## config.mk

```make
export PLATFORM = sky130hd
export DESIGN_NAME = uart_rx_fifo
export DESIGN_NICKNAME = d
export VERILOG_FILES = /design/src/rtl/uart_rx_fifo.sv
export SDC_FILE = /design/constraint.sdc
export NUM_CORES = 1
export LEC_CHECK = 0
export BUFFER_PORTS_ARGS = -buffer_cell sky130_fd_sc_hd__buf_2
export CORE_MARGIN = 2
export CORE_UTILIZATION = 39
export DETAILED_ROUTE_END_ITERATION = 7
export PLACE_DENSITY = 0.67
export SLEW_MARGIN = 20
export SYNTH_ARGS = -nofsm -noshare
export SYNTH_HDL_FRONTEND = slang
export SYNTH_SLANG_ARGS = --single-unit
```

## constraint.sdc

```tcl
create_clock -name CLK -period 2.4 [get_ports CLK]
set_input_delay 0.24 -clock CLK [delete_from_list [all_inputs] [get_ports CLK]]
set_output_delay 0.24 -clock CLK [all_outputs]
set_load 0.02 [all_outputs]
```

## src/rtl/uart_rx_fifo.sv

```systemverilog
// uart_rx_fifo: show-ahead receive FIFO placed behind a UART receiver.
// Words arriving on DATA_VALID are queued and offered oldest-first on RD_DATA.
// A word that arrives while the FIFO is full, with no pop in the same cycle,
// is dropped and latches the sticky OVERFLOW flag.
module uart_rx_fifo #(
    parameter int DATA_WIDTH = 8,
    parameter int DEPTH      = 8
) (
    input  logic                     CLK,
    input  logic                     RST,
    input  logic [DATA_WIDTH-1:0]    P_DATA,
    input  logic                     DATA_VALID,
    input  logic                     RD_READY,
    input  logic                     OVF_CLR,
    output logic [DATA_WIDTH-1:0]    RD_DATA,
    output logic                     RD_VALID,
    output logic [$clog2(DEPTH):0]   FIFO_COUNT,
    output logic                     FULL,
    output logic                     EMPTY,
    output logic                     OVERFLOW
);

    localparam int AW = $clog2(DEPTH);
    localparam logic [AW:0] DEPTH_CNT = (AW + 1)'(DEPTH);

    logic [DATA_WIDTH-1:0] mem [DEPTH];
    logic [AW-1:0]         wr_ptr;
    logic [AW-1:0]         rd_ptr;
    logic [AW:0]           count;
    logic                  ovf;
    logic                  pop;
    logic                  push;
    logic                  drop;

    // Transfer qualifiers; a full FIFO still takes a word when a pop frees a slot
    always_comb begin
        pop  = RD_VALID & RD_READY;
        push = DATA_VALID & (~FULL | pop);
        drop = DATA_VALID & FULL & ~pop;
    end

    // Storage is written on push only; contents need no reset
    always_ff @(posedge CLK) begin
        if (push) begin
            mem[wr_ptr] <= P_DATA;
        end
    end

    // Pointers wrap naturally because DEPTH is a power of two
    always_ff @(posedge CLK or posedge RST) begin
        if (RST) begin
            wr_ptr <= '0;
            rd_ptr <= '0;
        end else begin
            if (push) begin
                wr_ptr <= wr_ptr + 1'b1;
            end
            if (pop) begin
                rd_ptr <= rd_ptr + 1'b1;
            end
        end
    end

    // Occupancy count: +1 on push only, -1 on pop only, else held
    always_ff @(posedge CLK or posedge RST) begin
        if (RST) begin
            count <= '0;
        end else begin
            case ({push, pop})
                2'b10:   count <= count + 1'b1;
                2'b01:   count <= count - 1'b1;
                default: count <= count;
            endcase
        end
    end

    // Sticky overflow flag; a drop in the same cycle as a clear keeps it set
    always_ff @(posedge CLK or posedge RST) begin
        if (RST) begin
            ovf <= 1'b0;
        end else if (drop) begin
            ovf <= 1'b1;
        end else if (OVF_CLR) begin
            ovf <= 1'b0;
        end
    end

    // Status and show-ahead read data, all derived from registered state
    always_comb begin
        FIFO_COUNT = count;
        FULL       = (count == DEPTH_CNT);
        EMPTY      = (count == '0);
        RD_VALID   = ~EMPTY;
        RD_DATA    = mem[rd_ptr];
        OVERFLOW   = ovf;
    end

endmodule

```

==> summary.md, run 1 <==
| Metric | Value |
|---|---|
| Status | complete, no violations |
| WHS | 156 ps |
| Congestion Overflow GR | 0 |
| R2r worst-path depth | 9 |
| Post-synth top area share | 59.9% |
| Clock Root Buffer | clkbuf_8 |
| Post-DP HPWL | 3360 µm |
| Clk Latency, worst-skew pair | 350 ps |
| Layout cells sized above 1 | between 30% and 40% |
| TritonCTS clock tree | yes |
| Reg-to-reg endpoint | FIFO_COUNT[3] |
| Worst reg2reg startpoint | FIFO_COUNT[1] |
| Tcrit/Tclk final | 96.7% |
| Via/cell ratio | roughly 4.9 |
| Ant diodes | 0 |
| First-pass DRT Iterations | 4 |
| Data required time at the worst endpoint | 2660 ps |
| Total Routing Usage GR | 12.8% |
| WHS Endpoint | mem[7][2] |
| Vias in the first global route | roughly 1500 |
| Worst reg-to-reg setup slack | 80 ps |
| DRC | 0 |
| Final ANT Viol Nets | 0 |
| First-pass GRT wire length | 8110 µm |
| Final Hold Fails | 0 |
| NumNets Final | approximately 230 |
| CTS max path bufs | 2 |
| Top cell type by total area after synthesis | edfxtp_1 |
| Grt met1 use | about 17% |
| Power Dens Cells | approximately 1200 mW/mm² |
| Post-Syn Nets | 185 |
| Sequential share of power | 42.6% |
| Worst Min Path Start | P_DATA[2] |
| Worst slew margin | 35.4% |
| Synth top area cells | edfxtp_1 60%, mux4_1 12%, dfrtp_1 8.6% |
| Max frequency | between 400 and 500 MHz |
| Yosys reg bits | 75 |
| Internal | 2.89 mW |
| Htree depth | 3 |
| Sw Pwr | 1.41 mW |
| Clk network pwr share | 22.3% |
| Clock skew | 11.5 ps |
| Seq/Total Area, Yosys | 68.5% |
| Static Leakage | 1.38 nW |
| Fin area | 0.00370 mm² |
| WL per Instance | 16.5 µm |
| Setup crit start kind | flip-flop |
| Starting density of the core | 39.6% |
| Top Usage Layer GRT | met2 |
| Final setup viols | 0 |
| Area post-placement | around 0.0035 mm² |
| Most common cell in the synthesized netlist | edfxtp_1 |
| Mapped Cells | 167 |
| Clock sink count | 75 |
| Synth-to-layout area growth | 15.4% |
| M3 GR Usage | 3.19% |
| Post-synth top cells | 64 x edfxtp_1, 15 x mux4_1, 11 x dfrtp_1 |
| IR drop worst, VDD | around 0.28 mV |
| Ports placed on the boundary | 29 |
| Synth Cell Area | 0.00321 mm² |
| Clock buffer count from CTS | 9 |
| Die height | approximately 95 µm |
| Core Area | 0.00809 mm² |
| CP arrival | 2590 ps |
| Die area | around 0.0090 mm² |
| Yosys cell types | 38 |
| Starting DRT DRC Count | 95 |
| Worst-Margin Slew | 965 ps |
| Largest net degree at the start of global routing | 19 |
| CTS clock-pin slew for the worst setup and hold paths | 80 ps |
| Synth Flop Type | edfxtp_1 |
| RSZ-0062 raised after global routing | false |
| Initial antenna violation count | 0 |
| Setup TNS | 0 ps |
| Number of flops mapped to enable cells by yosys | 64 |
| Setup CP Type | reg2reg |
| Combinational share of power | 35.1% |
| Critical path fanouts, max | 4 |
| Num rows | 33 |
| Ys async rst share | between 10% and 20% |
| Vias post-DR | roughly 1600 |
| Avg Inst Size Synth | 19.2 µm² |
| Max Slew Vio Count | 0 |
| Hold crit path type | in2reg |
| Hold Path Stages | 1 |
| Ys Warns | 0 |
| Setup crit end kind | flip-flop |
| DRT Wirelength | 5250 µm |
| IO Port Bufs | 28 |
| Max_cap viols | 0 |
| Met2 usage | around a fifth |
| Die width | 94.7 µm |
| Final worst path period need | around 2300 ps |
| Switch share | about a third |
| Gpl congestion | approximately 0.8 |
## layer usage
metal,vias to the layer above,routed length [µm]
met2,18,2630
li1,746,-
met3,7,149
met1,781,2380
met5,-,0
met4,0,95
## cell type report
class,instances,area [µm²]
clock inverter,7,73.8
timing repair buffer,37,210
inverter,6,22.5
multi-input combinational,79,938
tap,105,131
clock buffer,9,124
sequential,75,2200
fill,702,4390
## worst max-delay path, stage by stage, from the launching register on
cell and delay [ps]:
dfrtp_2 420, or3_4 400, nand2b_4 170, nand2_4 80, nor2_2 50, ha_1 270, a211o_2 310, and2_4 170
a221o_1 300, o221ai_1 70
## sequential cells by signal, indices dropped and copies added, names as in the netlist
register / flops
OVERFLOW: 1
FIFO_COUNT: 4
mem: 64
rd_ptr: 3
wr_ptr: 3
## cells in the final DEF (no fill, tap or decap), types with 2 or more instances in the layout
| master | count |
|---|---|
| nand2_1 | 9 |
| nor2_1 | 7 |
| xnor2_1 | 5 |
| clkbuf_8 | 9 |
| edfxtp_1 | 64 |
| dfrtp_1 | 9 |
| inv_1 | 6 |
| mux4_1 | 15 |
| mux2_2 | 9 |
| buf_4 | 8 |
| dfrtp_2 | 2 |
| nand2b_1 | 3 |
| inv_6 | 3 |
| ha_1 | 4 |
| buf_2 | 28 |
| nor3_1 | 2 |
## power groups by stage
| stage | clock [mW] | combinational (mW) | sequential [mW] |
|---|---|---|---|
| after global routing | 1.03 | 1.65 | 1.87 |
| final | 0.960 | 1.51 | 1.83 |
| after detailed placement | 0 | 1.51 | 1.87 |
| after floorplan | 0 | 1.20 | 1.81 |
| after CTS | 0.977 | 1.52 | 1.84 |
| after global placement | 0 | 1.49 | 1.86 |
## metrics by stage
| step | std cells | total power [mW] | util (%) | setup slack [ps] |
|---|---|---|---|---|
| floorplan | 167 | 3.00 | - | -41.8 |
| global placement | 300 | 3.35 | 43.0 | 100 |
| detailed placement | 300 | 3.38 | 43.0 | 36.3 |
| CTS | 317 | 4.34 | 45.6 | 32.9 |
| global route | 318 | 4.55 | 45.7 | 3.83 |
| finish | 318 | 4.30 | 45.7 | 78.3 |
## worst max path at each step
stage,from,end,depth (start not counted)
after floorplan,FIFO_COUNT[1],FIFO_COUNT[3],10
after global placement,FIFO_COUNT[1],FIFO_COUNT[3],9
after detailed placement,FIFO_COUNT[1],FIFO_COUNT[3],9
after CTS,FIFO_COUNT[1],FIFO_COUNT[3],9
after global routing,FIFO_COUNT[2],mem[4][1],4
final,FIFO_COUNT[1],FIFO_COUNT[3],9
## cells by family (layout without fill, tap and decap cells)
family | count (synthesis) | after routing | share of synthesized area, %
DFF | 75 | 75 | 68.5
and+or+nand+nor | 31 | 31 | 4.92
muxes | 27 | 27 | 16.9
buffers and inverters | 13 | 59 | 2.77
AOI/OAI and AO/OA | 10 | 10 | 3.04
xor gates and xnor gates | 6 | 6 | 1.64
adders and majority gates | 5 | 5 | 2.19
## timing repair
action | in CTS | in global routing
buffers inserted | 0 | 1
endpoints found under the setup margin | 0 | 7
hold buffers | 1 | 0
resized for setup | 0 | 1
endpoints found under the hold margin | 11 | 0
Note: power is estimated with default switching activity, not from simulation.
==> run 2: changes to the inputs <==
--- a/config.mk
+++ b/config.mk
@@ -10,3 +10,5 @@
 export CORE_UTILIZATION = 39
+export CTS_BUF_LIST = sky130_fd_sc_hd__clkbuf_16
 export DETAILED_ROUTE_END_ITERATION = 7
+export MAX_ROUTING_LAYER = met4
 export PLACE_DENSITY = 0.67
==> constraint.sdc (replaced) <==
create_clock -name CLK -period 2.4 [get_ports CLK]
set_input_delay 0.12 -clock CLK [delete_from_list [all_inputs] [get_ports CLK]]
set_output_delay 0.12 -clock CLK [all_outputs]
set_load 0.02 [all_outputs]
==> summary.md, run 2 (same netlist as run 1, synthesis figures left out) <==
| Metric | Value |
|---|---|
| Status | complete, no violations |
| Setup crit start kind | flip-flop |
| WHS | 57.4 ps (-98.5 ps) |
| First-pass GRT wire length | 8220 µm (+1.4%) |
| Htree depth | 3 (unchanged) |
| CTS max path bufs | 2 (unchanged) |
| Layout cells sized above 1 | 35.6% (+0.44 points) |
| Setup crit end kind | flip-flop |
| Sw Pwr | 1.46 mW (+3.1%) |
| Clk Latency, worst-skew pair | 330 ps (-20 ps) |
| Core Area | 0.00809 mm² (unchanged) |
| DRC | 0 (unchanged) |
| Die area | 0.00896 mm² (unchanged) |
| Crit path from | FIFO_COUNT[0] |
| Die width | 94.7 µm (unchanged) |
| Gpl congestion | 0.811 (-0.39%) |
| Clock sink count | 75 (unchanged) |
| Ant diodes | 0 (unchanged) |
| Final Hold Fails | 0 (unchanged) |
| Setup CP Type | reg2reg |
| Commonest non-fill, non-tap cell in the layout | edfxtp_1 |
| CTS clock-pin slew for the worst setup and hold paths | 60 ps (-20 ps) |
| Worst setup margin | 60.6 ps (-17.6 ps) |
| Clock Root Buffer | clkbuf_16 |
| Vias in the first global route | 1555 (+3.0%) |
| IO Port Bufs | 28 (unchanged) |
| Starting density of the core | 39.6% (unchanged) |
| Clock buffer count from CTS | 9 (unchanged) |
| Final setup viols | 0 (unchanged) |
| CP arrival | 2580 ps (about the same) |
| Pre-CTS WS | 36.4 ps (+0.0843 ps) |
| Synth-to-layout area growth | 19.8% |
| DRT Wirelength | 5390 µm (+2.5%) |
| Combinational share of power | 32.4% (-2.7 points) |
| Static Leakage | 1.45 nW (+4.8%) |
| Congestion Overflow GR | 0 (unchanged) |
| Final worst path period need | 2340 ps (+17.6 ps) |
| Num rows | 33 (unchanged) |
| Die height | 94.7 µm (unchanged) |
| NumNets Final | 229 (+1.3%) |
| Max_cap viols | 0 (unchanged) |
| Via/cell ratio | 5.03 (+3.1%) |
| Initial antenna violation count | 0 (unchanged) |
| Total Routing Usage GR | 13.3% (+0.53 points) |
| Worst reg2reg startpoint | FIFO_COUNT[0] |
| Power Dens Cells | 1250 mW/mm² (+7.3%) |
| Switch share | 30.4% (-2.5 points) |
| Data required time at the worst endpoint | 2640 ps (-20 ps) |
| First-pass DRT Iterations | 4 (unchanged) |
| Vias post-DR | 1615 (+4.1%) |
| Worst slew margin | 41.0% (+5.5 points) |
| Max Slew Vio Count | 0 (unchanged) |
| Worst-Margin Slew | 882 ps (-82.8 ps) |
| Clock skew | 7.17 ps (-4.29 ps) |
| Clk network pwr share | 29.3% (+7.0 points) |
| Starting DRT DRC Count | 66 (-31%) |
| Dpl cells | 299 (-0.33%) |
| Non-Filler Instances | 321 (+0.94%) |
| Max frequency | 427 MHz (-0.75%) |
| Power after layout | 4.80 mW (+11%) |
| Final ANT Viol Nets | 0 (unchanged) |
| Final core occ | 47.5% (+1.8 points) |
| Worst reg-to-reg setup slack | 60 ps (-20 ps) |
| Commonest non-fill, non-tap cells in the layout | 64 x edfxtp_1, 28 x buf_2, 15 x mux4_1, 11 x buf_4 |
| WL per Instance | 16.8 µm (+1.6%) |
| Worst Min Path Start | P_DATA[1] |
| Post-DP HPWL | 3370 µm (+0.33%) |
| Tcrit/Tclk final | 97.5% (+0.74 points) |
| Largest net degree at the start of global routing | 19 (unchanged) |
| TritonCTS clock tree | yes |
| Largest register FFs | 64 (unchanged) |
| IR drop worst, VDD | 0.411 mV (+48%) |
| Reg with most FFs | mem |
| Internal | 3.34 mW (+16%) |
| Sequential share of power | 38.3% (-4.3 points) |
| Hold crit path type | in2reg |
| Ports placed on the boundary | 29 (unchanged) |
| Critical path fanouts, max | 4 (unchanged) |
[run 2: cell type report]
type / instances / area [µm²]
Multi-Input combinational cell: 79 / 938
Timing Repair Buffer: 40 / 233
Clock inverter: 7 / 92.6
Clock buffer: 9 / 225
Inverter: 6 / 22.5
Fill cell: 704 / 4250
Tap cell: 105 / 131
Sequential cell: 75 / 2200
[run 2: timing repair]
item | 4_1_cts | 5_1_grt
hold buffers | 1 | 0
setup buffers | 0 | 5
resized for setup | 0 | 1
setup endpoints to repair | 0 | 1
hold endpoints to repair | 11 | 0
[run 2: worst max-delay path, stage by stage (launching register included)]
cell and delay, ps:
dfrtp_2 420, or3_4 400, nand2b_4 170, nand2_4 60
nor2_2 40, ha_1 290, a211o_2 340, and2_4 150
a221o_1 310, o221ai_1 70
[run 2: power groups by stage]
stage	registers [mW]	clock network (mW)	logic (mW)
final	1.84	1.40	1.55
after global routing	1.87	1.50	1.68
after CTS	1.84	1.43	1.52
after detailed placement	1.87	0	1.50
after global placement	1.86	0	1.49
after floorplan	1.81	0	1.20
[run 2: layer usage]
metal  GRT usage, %  vias to the layer above  share of wire [%]
li1               -                      755                  -
met4           5.68                        0                1.9
met5              -                        -                  0
met1           16.6                      815                 43
met2           20.3                       34                 51
met3           4.15                       11                3.7
[run 2: worst paths after layout]
kind / to / cells after the start
worst max-delay path: FIFO_COUNT[3] / 9
worst min-delay path: mem[3][1] / 1
worst max register to register: FIFO_COUNT[3] / 9
worst min register to register: OVERFLOW / 1
max in group asynchronous: FIFO_COUNT[1] / 3
min in group asynchronous: wr_ptr[0] / 3
[run 2: metrics by stage]
step	instance area (µm²)	TNS [ps]
floorplan	3220	-41.8
global placement	3470	0
detailed placement	3470	0
CTS	3800	0
global route	3840	-23.0
finish	3840	0
==> run 3: changes to the inputs <==
CORE_UTILIZATION = 53   (was 39)
PLACE_DENSITY = 0.84   (was 0.67)
==> summary.md, run 3 (same netlist as run 1, synthesis figures left out) <==
| Metric | Value |
|---|---|
| Core Area | 0.00589 mm² (-27%) |
| Die width | 81.8 µm (-14%) |
| Layout cells sized above 1 | 36.2% (+0.50 points) |
| Clock sink count | 75 (unchanged) |
| Status | complete, no violations |
| Static Leakage | 1.43 nW (-0.92%) |
| FILL cells | 386 (-45%) |
| Num rows | 28 (-15%) |
| Clock skew | 7.18 ps (+0.0122 ps) |
| Setup crit start kind | flip-flop |
| Worst path slowest cell | dfrtp_2 |
| Synth-to-layout area growth | 18.8% |
| Tcrit/Tclk final | 99.3% (+1.8 points) |
| Starting density of the core | 54.5% (+15 points) |
| Die area | 0.00669 mm² (-25%) |
| Max_cap viols | 0 (unchanged) |
| Clock buffer count from CTS | 9 (unchanged) |
| Die height | 81.8 µm (-14%) |
| Htree depth | 3 (unchanged) |
| Vias post-DR | 1625 (+0.62%) |
| IO Port Bufs | 28 (unchanged) |
| Total area of sequential cells | 0.00220 mm² (unchanged) |
| CTS max path bufs | 2 (unchanged) |
| Commonest non-fill, non-tap cell in the layout | edfxtp_1 |
| Gpl congestion | 0.769 (-5.1%) |
| Largest register FFs | 64 (unchanged) |
| Worst slew margin | 40.8% (-0.17 points) |
| CP cell instances | or3_4, nand2b_4, nand2_4, nor2_4, ha_4, a211o_2, and2_4, a221o_1, o221ai_2 |
| Final Hold Fails | 0 (unchanged) |
| Final ANT Viol Nets | 0 (unchanged) |
| TritonCTS clock tree | yes |
| Power Dens Cells | 1260 mW/mm² (+1.2%) |
| Initial antenna violation count | 0 (unchanged) |
| Dpl cells | 269 (-10%) |
| Post-DP HPWL | 3640 µm (+7.9%) |
| WHS | 54.2 ps (-3.12 ps) |
| Critical path fanouts, max | 4 (unchanged) |
| Clk Latency, worst-skew pair | 330 ps (about the same) |
| Starting DRT DRC Count | 88 (+33%) |
| Ant diodes | 0 (unchanged) |
| IR drop worst, VDD | 0.656 mV (+59%) |
| Final setup viols | 0 (unchanged) |
| First-pass GRT wire length | 8580 µm (+4.4%) |
| Vias in the first global route | 1631 (+4.9%) |
| Max Slew Vio Count | 0 (unchanged) |
| Data required time at the worst endpoint | 2650 ps (about the same) |
| NumNets Final | 227 (-0.87%) |
| Reg with most FFs | mem |
| Ports placed on the boundary | 29 (unchanged) |
| Setup crit end kind | flip-flop |
| Setup CP Type | reg2reg |
| Hold crit path type | in2reg |
| Total Routing Usage GR | 19.3% (+5.9 points) |
| CP top delay family | simple AND/OR/NAND/NOR gates |
| WP buf/inv | 0 (unchanged) |
| Non-Filler Instances | 288 (-10%) |
| Multi-input gate area | 962 µm² (+2.5%) |
| Congestion Overflow GR | 0 (unchanged) |
| Clock Root Buffer | clkbuf_16 |
| Largest net degree at the start of global routing | 19 (unchanged) |
| DRT Wirelength | 5610 µm (+4.2%) |
| WL per Instance | 19.5 µm (+16%) |
| CP arrival | 2630 ps (+50 ps) |
| DRC | 0 (unchanged) |
| Crit path largest cell delay | 440 ps (+20 ps) |
| Worst-Margin Slew | 885 ps (+2.48 ps) |
| Max frequency | 420 MHz (-1.8%) |
| Commonest non-fill, non-tap cells in the layout | 64 x edfxtp_1, 28 x buf_2, 15 x mux4_1 |
| CTS clock-pin slew for the worst setup and hold paths | 60 ps (about the same) |
| First-pass DRT Iterations | 4 (unchanged) |
| Via/cell ratio | 5.64 (+12%) |
| Final worst path period need | 2380 ps (+43.4 ps) |
-- run 3: cell count changes in the layout (fill, tap and decap cells not counted), sizes merged --
cell / delta
buf: -2
inv: -1
-- run 3: routing by layer --
layer,track usage (%),wire length (µm)
met2,28.9,2830
met1,24.5,2440
met4,10.3,125
met3,4.62,217
met5,-,0
-- run 3: final timing paths --
kind                                    start             to  slack [ps]  cells past startpoint
worst min-delay path                P_DATA[7]      mem[2][7]          50                      1
worst min register to register       OVERFLOW       OVERFLOW         510                      1
min in group asynchronous                 RST  FIFO_COUNT[3]         320                      3
max in group asynchronous                 RST  FIFO_COUNT[1]        1760                      3
worst max-delay path            FIFO_COUNT[1]  FIFO_COUNT[3]          20                      9
worst max register to register  FIFO_COUNT[1]  FIFO_COUNT[3]          20                      9
-- run 3: worst register-to-register path: cells and delay by family, from the launching register on --
kind | cells | cell delay, ps
and+or+nand+nor | 5 | 850
DFF | 1 | 440
AOI/OAI and AO/OA | 3 | 770
adders and majority gates | 1 | 240
-- run 3: layout make-up --
class                   instances  area share (%)
flip-flops and latches         75            57.7
multi-input cells              79            25.3
clock buffers                   9            5.91
repair buffers                 38            5.71
well taps                      75            2.46
clock inverters                 6            2.33
inverters                       6           0.591
-- run 3: through the flow --
| step | utilization (%) | cell area, µm² | setup WS, ps | total power [mW] | setup TNS (ps) |
|---|---|---|---|---|---|
| floorplan | - | 3220 | -41.8 | 3.00 | -41.8 |
| finish | 64.7 | 3810 | 17.2 | 4.82 | 0 |
| detailed placement | 58.4 | 3430 | 12.5 | 3.39 | 0 |
| global placement | 58.4 | 3430 | 111 | 3.31 | 0 |
| global route | 64.7 | 3810 | -32.4 | 5.05 | -32.4 |
| CTS | 63.9 | 3760 | 1.59 | 4.80 | 0 |
-- run 3: where the power goes --
group / internal, mW / switching, mW / total [mW]
registers: 1.65 / 0.205 / 1.86
logic: 0.769 / 0.783 / 1.55
clock network: 0.905 / 0.500 / 1.40
total: 3.33 / 1.49 / 4.82
-- run 3: timing repair --
action                     CTS  global route
buffers inserted             0             3
gates resized for setup      0             4
hold buffers                 1             0
hold endpoints to repair    11             0
setup endpoints to repair    0             1
